$ cat src/rtl/uart_cmd_decoder_if.sv
// Byte-level handshake between the uart rx/tx pair and the command decoder.
interface uart_cmd_decoder_if;
    logic       rx_valid;
    logic [7:0] rx_data;
    logic       tx_busy;
    logic       tx_send;
    logic [7:0] tx_data;

    modport master (output rx_valid, rx_data, tx_busy, input tx_send, tx_data);
    modport slave  (input rx_valid, rx_data, tx_busy, output tx_send, tx_data);
endinterface

$ cat src/rtl/uart_cmd_decoder.sv
// Parses ASCII LED commands from the uart rx stream into an LED register and
// queues ASCII acknowledgements back to the uart transmitter.
//   state     | meaning
//   IDLE      | waiting for a command letter
//   ARG1      | expecting toggle digit or first hex digit
//   ARG2      | expecting second hex digit of a write
//   WAIT_CR   | command complete, waiting for CR to execute
//   DISCARD   | bad input seen, swallowing bytes until CR
module uart_cmd_decoder #(
    parameter int LED_WIDTH      = 4,
    parameter int TIMEOUT_CYCLES = 4000000,
    parameter int RESP_DEPTH     = 4
) (
    input  logic                 clk,
    input  logic                 rst_n,
    uart_cmd_decoder_if.slave    uart,
    output logic [LED_WIDTH-1:0] led_out,
    output logic                 cmd_err
);
    localparam int AW = $clog2(RESP_DEPTH);
    localparam int CW = AW + 1;
    localparam int TW = $clog2(TIMEOUT_CYCLES + 1);
    localparam logic [7:0] CH_LF = 8'h0A, CH_CR = 8'h0D, CH_K = 8'h4B, CH_E = 8'h45;
    localparam logic [7:0] CH_T = 8'h54, CH_W = 8'h57, CH_R = 8'h52;
    localparam logic [7:0] TOG_LIM = 8'h30 + 8'(LED_WIDTH);

    typedef enum logic [2:0] {S_IDLE, S_ARG1, S_ARG2, S_WAIT_CR, S_DISCARD} state_t;
    typedef enum logic [1:0] {C_TOG, C_WR, C_RD} cmd_t;

    state_t          state_q, state_d;
    cmd_t            cmd_q, cmd_d;
    logic [3:0]      arg_hi_q, arg_hi_d, arg_lo_q, arg_lo_d;
    logic [TW-1:0]   tmo_cnt_q;
    logic            tmo_hit, exec, err_req;
    logic [4:0]      hx;
    logic            tog_ok;

    logic [7:0]      mem [RESP_DEPTH];
    logic [AW-1:0]   wr_ptr_q, rd_ptr_q;
    logic [CW-1:0]   count_q, free;
    logic [1:0]      push_n, hold_q;
    logic [7:0]      push_b [3];
    logic            pop;
    logic [LED_WIDTH-1:0] led_d;
    logic [7:0]      led_ext;
    logic            err_d;

    function automatic logic [4:0] hex_dec(input logic [7:0] c);
        if (c >= 8'h30 && c <= 8'h39)      return {1'b1, 4'(c - 8'h30)};
        else if (c >= 8'h41 && c <= 8'h46) return {1'b1, 4'(c - 8'h37)};
        else if (c >= 8'h61 && c <= 8'h66) return {1'b1, 4'(c - 8'h57)};
        else                               return 5'b0;
    endfunction

    function automatic logic [7:0] hex_chr(input logic [3:0] n);
        return (n < 4'd10) ? 8'h30 + {4'h0, n} : 8'h37 + {4'h0, n};
    endfunction

    assign hx      = hex_dec(uart.rx_data);
    assign tog_ok  = (uart.rx_data >= 8'h30) && (uart.rx_data < TOG_LIM);
    // A byte arriving in the expiry cycle takes priority over the timeout.
    assign tmo_hit = (state_q != S_IDLE) && !uart.rx_valid &&
                     (tmo_cnt_q == TW'(TIMEOUT_CYCLES - 1));

    always_comb begin
        state_d  = state_q;
        cmd_d    = cmd_q;
        arg_hi_d = arg_hi_q;
        arg_lo_d = arg_lo_q;
        exec     = 1'b0;
        err_req  = 1'b0;
        if (uart.rx_valid && uart.rx_data != CH_LF) begin
            case (state_q)
                S_IDLE: begin
                    if (uart.rx_data == CH_CR) state_d = S_IDLE;
                    else if (uart.rx_data == CH_T) begin cmd_d = C_TOG; state_d = S_ARG1; end
                    else if (uart.rx_data == CH_W) begin cmd_d = C_WR;  state_d = S_ARG1; end
                    else if (uart.rx_data == CH_R) begin cmd_d = C_RD;  state_d = S_WAIT_CR; end
                    else state_d = S_DISCARD;
                end
                S_ARG1: begin
                    if (uart.rx_data == CH_CR) begin
                        err_req = 1'b1;
                        state_d = S_IDLE;
                    end else if (cmd_q == C_TOG) begin
                        if (tog_ok) begin arg_lo_d = hx[3:0]; state_d = S_WAIT_CR; end
                        else state_d = S_DISCARD;
                    end else begin
                        if (hx[4]) begin arg_hi_d = hx[3:0]; state_d = S_ARG2; end
                        else state_d = S_DISCARD;
                    end
                end
                S_ARG2: begin
                    if (uart.rx_data == CH_CR) begin
                        err_req = 1'b1;
                        state_d = S_IDLE;
                    end else if (hx[4]) begin
                        arg_lo_d = hx[3:0];
                        state_d  = S_WAIT_CR;
                    end else state_d = S_DISCARD;
                end
                S_WAIT_CR: begin
                    if (uart.rx_data == CH_CR) begin exec = 1'b1; state_d = S_IDLE; end
                    else state_d = S_DISCARD;
                end
                S_DISCARD: begin
                    if (uart.rx_data == CH_CR) begin err_req = 1'b1; state_d = S_IDLE; end
                end
                default: state_d = S_IDLE;
            endcase
        end else if (tmo_hit) begin
            err_req = 1'b1;
            state_d = S_IDLE;
        end
    end

    // Space check uses the pre-pop count so a command never depends on tx timing.
    assign free    = CW'(RESP_DEPTH) - count_q;
    assign led_ext = 8'(led_out);

    always_comb begin
        led_d  = led_out;
        push_n = 2'd0;
        err_d  = 1'b0;
        for (int i = 0; i < 3; i++) push_b[i] = 8'h00;
        if (exec) begin
            if (cmd_q == C_RD) begin
                if (free >= CW'(3)) begin
                    push_n    = 2'd3;
                    push_b[0] = hex_chr(led_ext[7:4]);
                    push_b[1] = hex_chr(led_ext[3:0]);
                    push_b[2] = CH_K;
                end else err_d = 1'b1;
            end else if (free >= CW'(1)) begin
                push_n    = 2'd1;
                push_b[0] = CH_K;
                if (cmd_q == C_TOG) begin
                    for (int i = 0; i < LED_WIDTH; i++)
                        if (arg_lo_q == 4'(i)) led_d[i] = ~led_out[i];
                end else led_d = LED_WIDTH'({arg_hi_q, arg_lo_q});
            end else err_d = 1'b1;
        end else if (err_req) begin
            err_d = 1'b1;
            if (free >= CW'(1)) begin
                push_n    = 2'd1;
                push_b[0] = CH_E;
            end
        end
    end

    assign pop = (count_q != '0) && !uart.tx_busy && (hold_q == 2'd0);

    always_ff @(posedge clk or negedge rst_n) begin
        if (!rst_n) begin
            state_q   <= S_IDLE;
            cmd_q     <= C_TOG;
            arg_hi_q  <= 4'h0;
            arg_lo_q  <= 4'h0;
            tmo_cnt_q <= '0;
            led_out   <= '0;
            cmd_err   <= 1'b0;
        end else begin
            state_q  <= state_d;
            cmd_q    <= cmd_d;
            arg_hi_q <= arg_hi_d;
            arg_lo_q <= arg_lo_d;
            led_out  <= led_d;
            cmd_err  <= err_d;
            if (state_q == S_IDLE || uart.rx_valid || tmo_hit) tmo_cnt_q <= '0;
            else tmo_cnt_q <= tmo_cnt_q + 1'b1;
        end
    end

    always_ff @(posedge clk) begin
        for (int i = 0; i < 3; i++)
            if (2'(i) < push_n) mem[wr_ptr_q + AW'(i)] <= push_b[i];
    end

    // hold_q counts the send cycle plus two holdoff cycles where tx_busy is ignored.
    always_ff @(posedge clk or negedge rst_n) begin
        if (!rst_n) begin
            wr_ptr_q     <= '0;
            rd_ptr_q     <= '0;
            count_q      <= '0;
            hold_q       <= 2'd0;
            uart.tx_send <= 1'b0;
            uart.tx_data <= 8'h00;
        end else begin
            wr_ptr_q <= wr_ptr_q + AW'(push_n);
            count_q  <= count_q + CW'(push_n) - CW'(pop);
            if (pop) begin
                rd_ptr_q     <= rd_ptr_q + 1'b1;
                uart.tx_send <= 1'b1;
                uart.tx_data <= mem[rd_ptr_q];
                hold_q       <= 2'd3;
            end else begin
                uart.tx_send <= 1'b0;
                if (hold_q != 2'd0) hold_q <= hold_q - 1'b1;
            end
        end
    end
endmodule

$ cat src/flat_wrapper.sv
// flat-port wrapper written by rule: the top's interface ports become plain ports
module uart_cmd_decoder_flat 
#(
    parameter int LED_WIDTH      = 4,
    parameter int TIMEOUT_CYCLES = 4000000,
    parameter int RESP_DEPTH     = 4
)
  (clk, rst_n, led_out, cmd_err, uart_rx_valid, uart_rx_data, uart_tx_busy, uart_tx_send, uart_tx_data);
  uart_cmd_decoder_if uart_i ();
  input  logic clk;
  input  logic rst_n;
  output logic [LED_WIDTH-1:0] led_out;
  output logic cmd_err;
  input wire logic [$bits(uart_i.rx_valid)-1:0] uart_rx_valid;
  input wire logic [$bits(uart_i.rx_data)-1:0] uart_rx_data;
  input wire logic [$bits(uart_i.tx_busy)-1:0] uart_tx_busy;
  output wire logic [$bits(uart_i.tx_send)-1:0] uart_tx_send;
  output wire logic [$bits(uart_i.tx_data)-1:0] uart_tx_data;
  assign uart_i.rx_valid = uart_rx_valid;
  assign uart_i.rx_data = uart_rx_data;
  assign uart_i.tx_busy = uart_tx_busy;
  assign uart_tx_send = uart_i.tx_send;
  assign uart_tx_data = uart_i.tx_data;
  uart_cmd_decoder #(.LED_WIDTH(LED_WIDTH), .TIMEOUT_CYCLES(TIMEOUT_CYCLES), .RESP_DEPTH(RESP_DEPTH)) u_core (.clk(clk), .rst_n(rst_n), .uart(uart_i), .led_out(led_out), .cmd_err(cmd_err));
endmodule
$ cat config.mk
export PLATFORM = sky130hd
export DESIGN_NAME = uart_cmd_decoder_flat
export DESIGN_NICKNAME = d
export VERILOG_FILES = /design/src/rtl/uart_cmd_decoder_if.sv /design/src/rtl/uart_cmd_decoder.sv /design/src/flat_wrapper.sv
export SDC_FILE = /design/constraint.sdc
export NUM_CORES = 1
export LEC_CHECK = 0
export ABC_AREA = 1
export CORE_MARGIN = 5
export CORE_UTILIZATION = 50
export DETAILED_ROUTE_END_ITERATION = 8
export GPL_ROUTABILITY_DRIVEN = 0
export PLACE_DENSITY = 0.69
export SYNTH_ARGS = -nofsm -noshare
export SYNTH_HDL_FRONTEND = slang
export SYNTH_SLANG_ARGS = --single-unit
$ cat constraint.sdc
create_clock -name clk -period 3.7 [get_ports clk]
set_input_delay 0.74 -clock clk [delete_from_list [all_inputs] [get_ports clk]]
set_output_delay 0.74 -clock clk [all_outputs]
set_load 0.05 [all_outputs]
==> results.ini <==
[final_layout]
layout-area-overhead-vs-synth_pct=11.1
nNetsFinal=667
layout-drive-gt1-share_pct=8.55
utilization_pct=57.2
finalNonFillerCells=772
antennaDiodeCount=0
fill_cells=849

[setup_path]
path_cells=clkdlybuf4s50_1, inv_1, ha_1, inv_1, nor2_2, nand4_1, nor2_1, nand2_1, ha_1, inv_1, fa_1, xnor2_1
r2r.worst_path.cells=13
crit_arrival_ns=3.18
worst-path-max-fanout=7
rrSetupSlack_ns=1.01
criticalPathCategory=in -> reg
cp_slowest_cell=clkdlybuf4s50_1
worstSetupEndpointType=flip-flop
critPathMaxStageDelay_ns=0.47
crit_top_cell=inv_1
worstReg2RegEnd=u_core.count_q[2]
cp-start-kind=primary input
cp.required_ns=3.95
timing.rr.start=u_core.count_q[0]

[floorplanning]
fp-row-count=35
dieHeight_um=108
die_area_um2=11600
fp.dieW_um=108
initial_core_util_pct=51.5
io_pins=26
core_um2=9240

[logic_synthesis]
syn-instance-count=613
ys_ff_latch=81
synth-seq-area-share_pct=43.0
synth_edf_count=16
synth_xor_area_share_pct=1.84
yosysWarnings=0
ys_async_sr_fraction_pct=65.4
synth_top_family_by_area=simple AND/OR/NAND/NOR gates
muxShareOfSynthArea_pct=0
syn_area_per_cell_um2=7.76
synth-simple-area-share_pct=29.7
synth_nets=642
synthDistinctLibCells=49
synthAdderAreaFrac_pct=4.63
synth_ff_type=dfrtp_1
synth-compound-area-share_pct=12.5
netlist_area_um2=4760

[clocking]
post_cts_buffers=0
cts_resized=0
htreeDepth=3
cts_buffers=9
insertion_delay_ns=0.36
cts_tree=done
clock-sinks=81
clk_pin_slew_ns=0.09
cts_hold_buf=0
cts_root_buf=clkbuf_8
cts_buffer_depth=2

[power]
ir_worst_vdd_v=0.000246
p_per_area_nw_per_um2=483
p_leak_nw=2.56

[sta]
worstMarginPinSlew_ns=0.974
finalHoldViolCount=0
slew_violations=0
setup_viol=0
max_slew_margin_pct=35.1
clock.fmax_ghz=0.341
post-route-min-period_ns=2.93
worst_slack_ns=0.772
grt_setup_unrepaired=no
post-route-period-util_pct=79.1
skew_ns=0.0178
fin_setup_tns_ns=0

[global_routing]
grt-ovfl-total=0
grt_max_degree=44
grt_usage_pct=19.2
grt_pass1_wl_mm=18.0
antenna_found_initial=0
grt_pass1_vias=3938

[routing]
wl_mm=10.3
route.antenna.remaining_nets=0
remaining_drc_errors=0
vias=4050
drt_first_pass_iters=5
wl_per_cell_um=13.4
dr.first_iter.drc_count=310
vias_per_cell=5.25

[placed_design]
place_hpwl_mm=7.90
placed_cells=756
post-place-ws_ns=0.366
port_buffers=24

[min_path]
min_path_type=reg -> reg
hold_path_startpoint=u_core.tmo_cnt_q[0]
holdPathStages=1
hold_path_end=u_core.tmo_cnt_q[0]

[job]
cap_violations=0

[status]
status=finished, final reports clean

through the flow:
step	hold WS [ns]	cell area [µm²]	power, W
floorplan	0.433	4760	0.00173
global placement	0.455	5110	0.00195
detailed placement	0.465	5110	0.00198
CTS	0.477	5280	0.00258
global route	0.500	5280	0.00274
finish	0.471	5280	0.00255
state kept, by name, indices dropped and copies added, names as in the netlist:
| name | cells |
|---|---|
| u_core.count_q | 3 |
| u_core.uart.tx_send | 1 |
| u_core.rd_ptr_q | 2 |
| u_core.led_out | 4 |
| u_core.mem | 28 |
| u_core.cmd_err | 1 |
| u_core.uart.tx_data | 7 |
| u_core.tmo_cnt_q | 22 |
| u_core.cmd_q | 2 |
| u_core.wr_ptr_q | 2 |
| u_core.arg_lo_q | 4 |
| u_core.state_q | 3 |
| u_core.hold_q | 2 |
how the worst max path moves through the flow:
stage                 startpoint                end  slack, ns
6_report         uart_rx_data[1]  u_core.count_q[2]       0.77
5_1_grt          uart_rx_data[1]  u_core.count_q[2]       0.55
4_1_cts          uart_rx_data[1]  u_core.count_q[2]       0.76
3_5_place_dp     uart_rx_data[1]  u_core.count_q[2]       0.37
3_3_place_gp     uart_rx_data[0]  u_core.count_q[2]       0.48
2_1_floorplan  u_core.count_q[0]  u_core.count_q[2]       1.07
critical path: cells and delay by family:
kind	cells	cell delay, ns
and+or+nand+nor	4	0.63
buffers and inverters	4	0.73
xor gates and xnor gates	1	0.13
adders and majority gates	3	0.95
synthesized netlist by cell type (3+ instances only):
cell | n | area share [%]
nor2_1 | 108 | 8.5
nand2_1 | 95 | 7.5
inv_1 | 82 | 6.5
dfrtp_1 | 53 | 28
o21ai_0 | 49 | 5.2
nand3_1 | 34 | 3.6
a21oi_1 | 24 | 2.5
edfxtp_1 | 16 | 10
ha_1 | 16 | 4.2
nor3_1 | 16 | 1.7
dfxtp_1 | 12 | 5.0
a31oi_1 | 10 | 1.3
clkbuf_1 | 7 | 0.55
nand4_1 | 7 | 0.92
nor4_1 | 7 | 0.92
nor2_2 | 6 | 0.79
xor2_1 | 6 | 1.1
nand2_2 | 5 | 0.66
a21oi_2 | 4 | 0.74
nand2_4 | 4 | 0.95
o211ai_1 | 4 | 0.63
xnor2_1 | 4 | 0.74
nand3_2 | 3 | 0.63
nand3b_1 | 3 | 0.47
nor3b_1 | 3 | 0.47
o21ai_1 | 3 | 0.32
o31ai_1 | 3 | 0.47
cell type report:
cell class	count	area, µm²	share of cell area [%]
inverters	85	320	6.06
clock buffers	9	124	2.34
flip-flops and latches	81	2050	38.7
multi-input cells	435	2330	44.1
clock inverters	7	52.6	0.995
well taps	129	161	3.05
repair buffers	26	250	4.74
power breakdown:
part	leakage, nW	internal [W]	switching [W]
clock	0.0870	0.000250	0.000352
sequential	0.942	0.00101	0.000115
combinational	1.53	0.000291	0.000530
total	2.56	0.00156	0.000997
cell usage in the layout, fill, tap and decap left out, types with 3 or more instances in the layout:
master and n:
inv_1 82, nor3_1 15, ha_1 16, o21ai_0 49, o211ai_1 4, a31oi_1 10
nand2_4 4, nor3b_1 3, a21oi_2 4, nor2_1 108, o21ai_1 3, nand3_1 34
nand4_1 7, dfrtp_1 53, xor2_1 6, nand3_2 3, o31ai_1 3, edfxtp_1 16
clkdlybuf4s50_1 23, a21oi_1 24, xnor2_1 4, nor2_2 6, nand2_1 95, clkbuf_8 9
dfxtp_1 12, nor4_1 7, nand2_2 5, nand3b_1 3, inv_6 3
kinds of logic (layout without fill, tap and decap cells):
kind of cell	Yosys count	in the layout
AO/OA/AOI/OAI	105	105
buffers and inverters	97	127
AND/OR/NAND/NOR	302	302
flip-flops	81	81
adder cells (fa/ha/maj)	17	17
other	1	1
XOR/XNOR	10	10
layer usage:
metal  routed length [µm]  global-route usage (%)  up-vias
met5                    0                       0        -
met4                  129                    5.95        0
met3                  390                    3.48       11
met2                 4840                    30.9       80
met1                 4980                    26.4     1898
li1                     -                       -     2061
(Power assumes the default switching activity.)
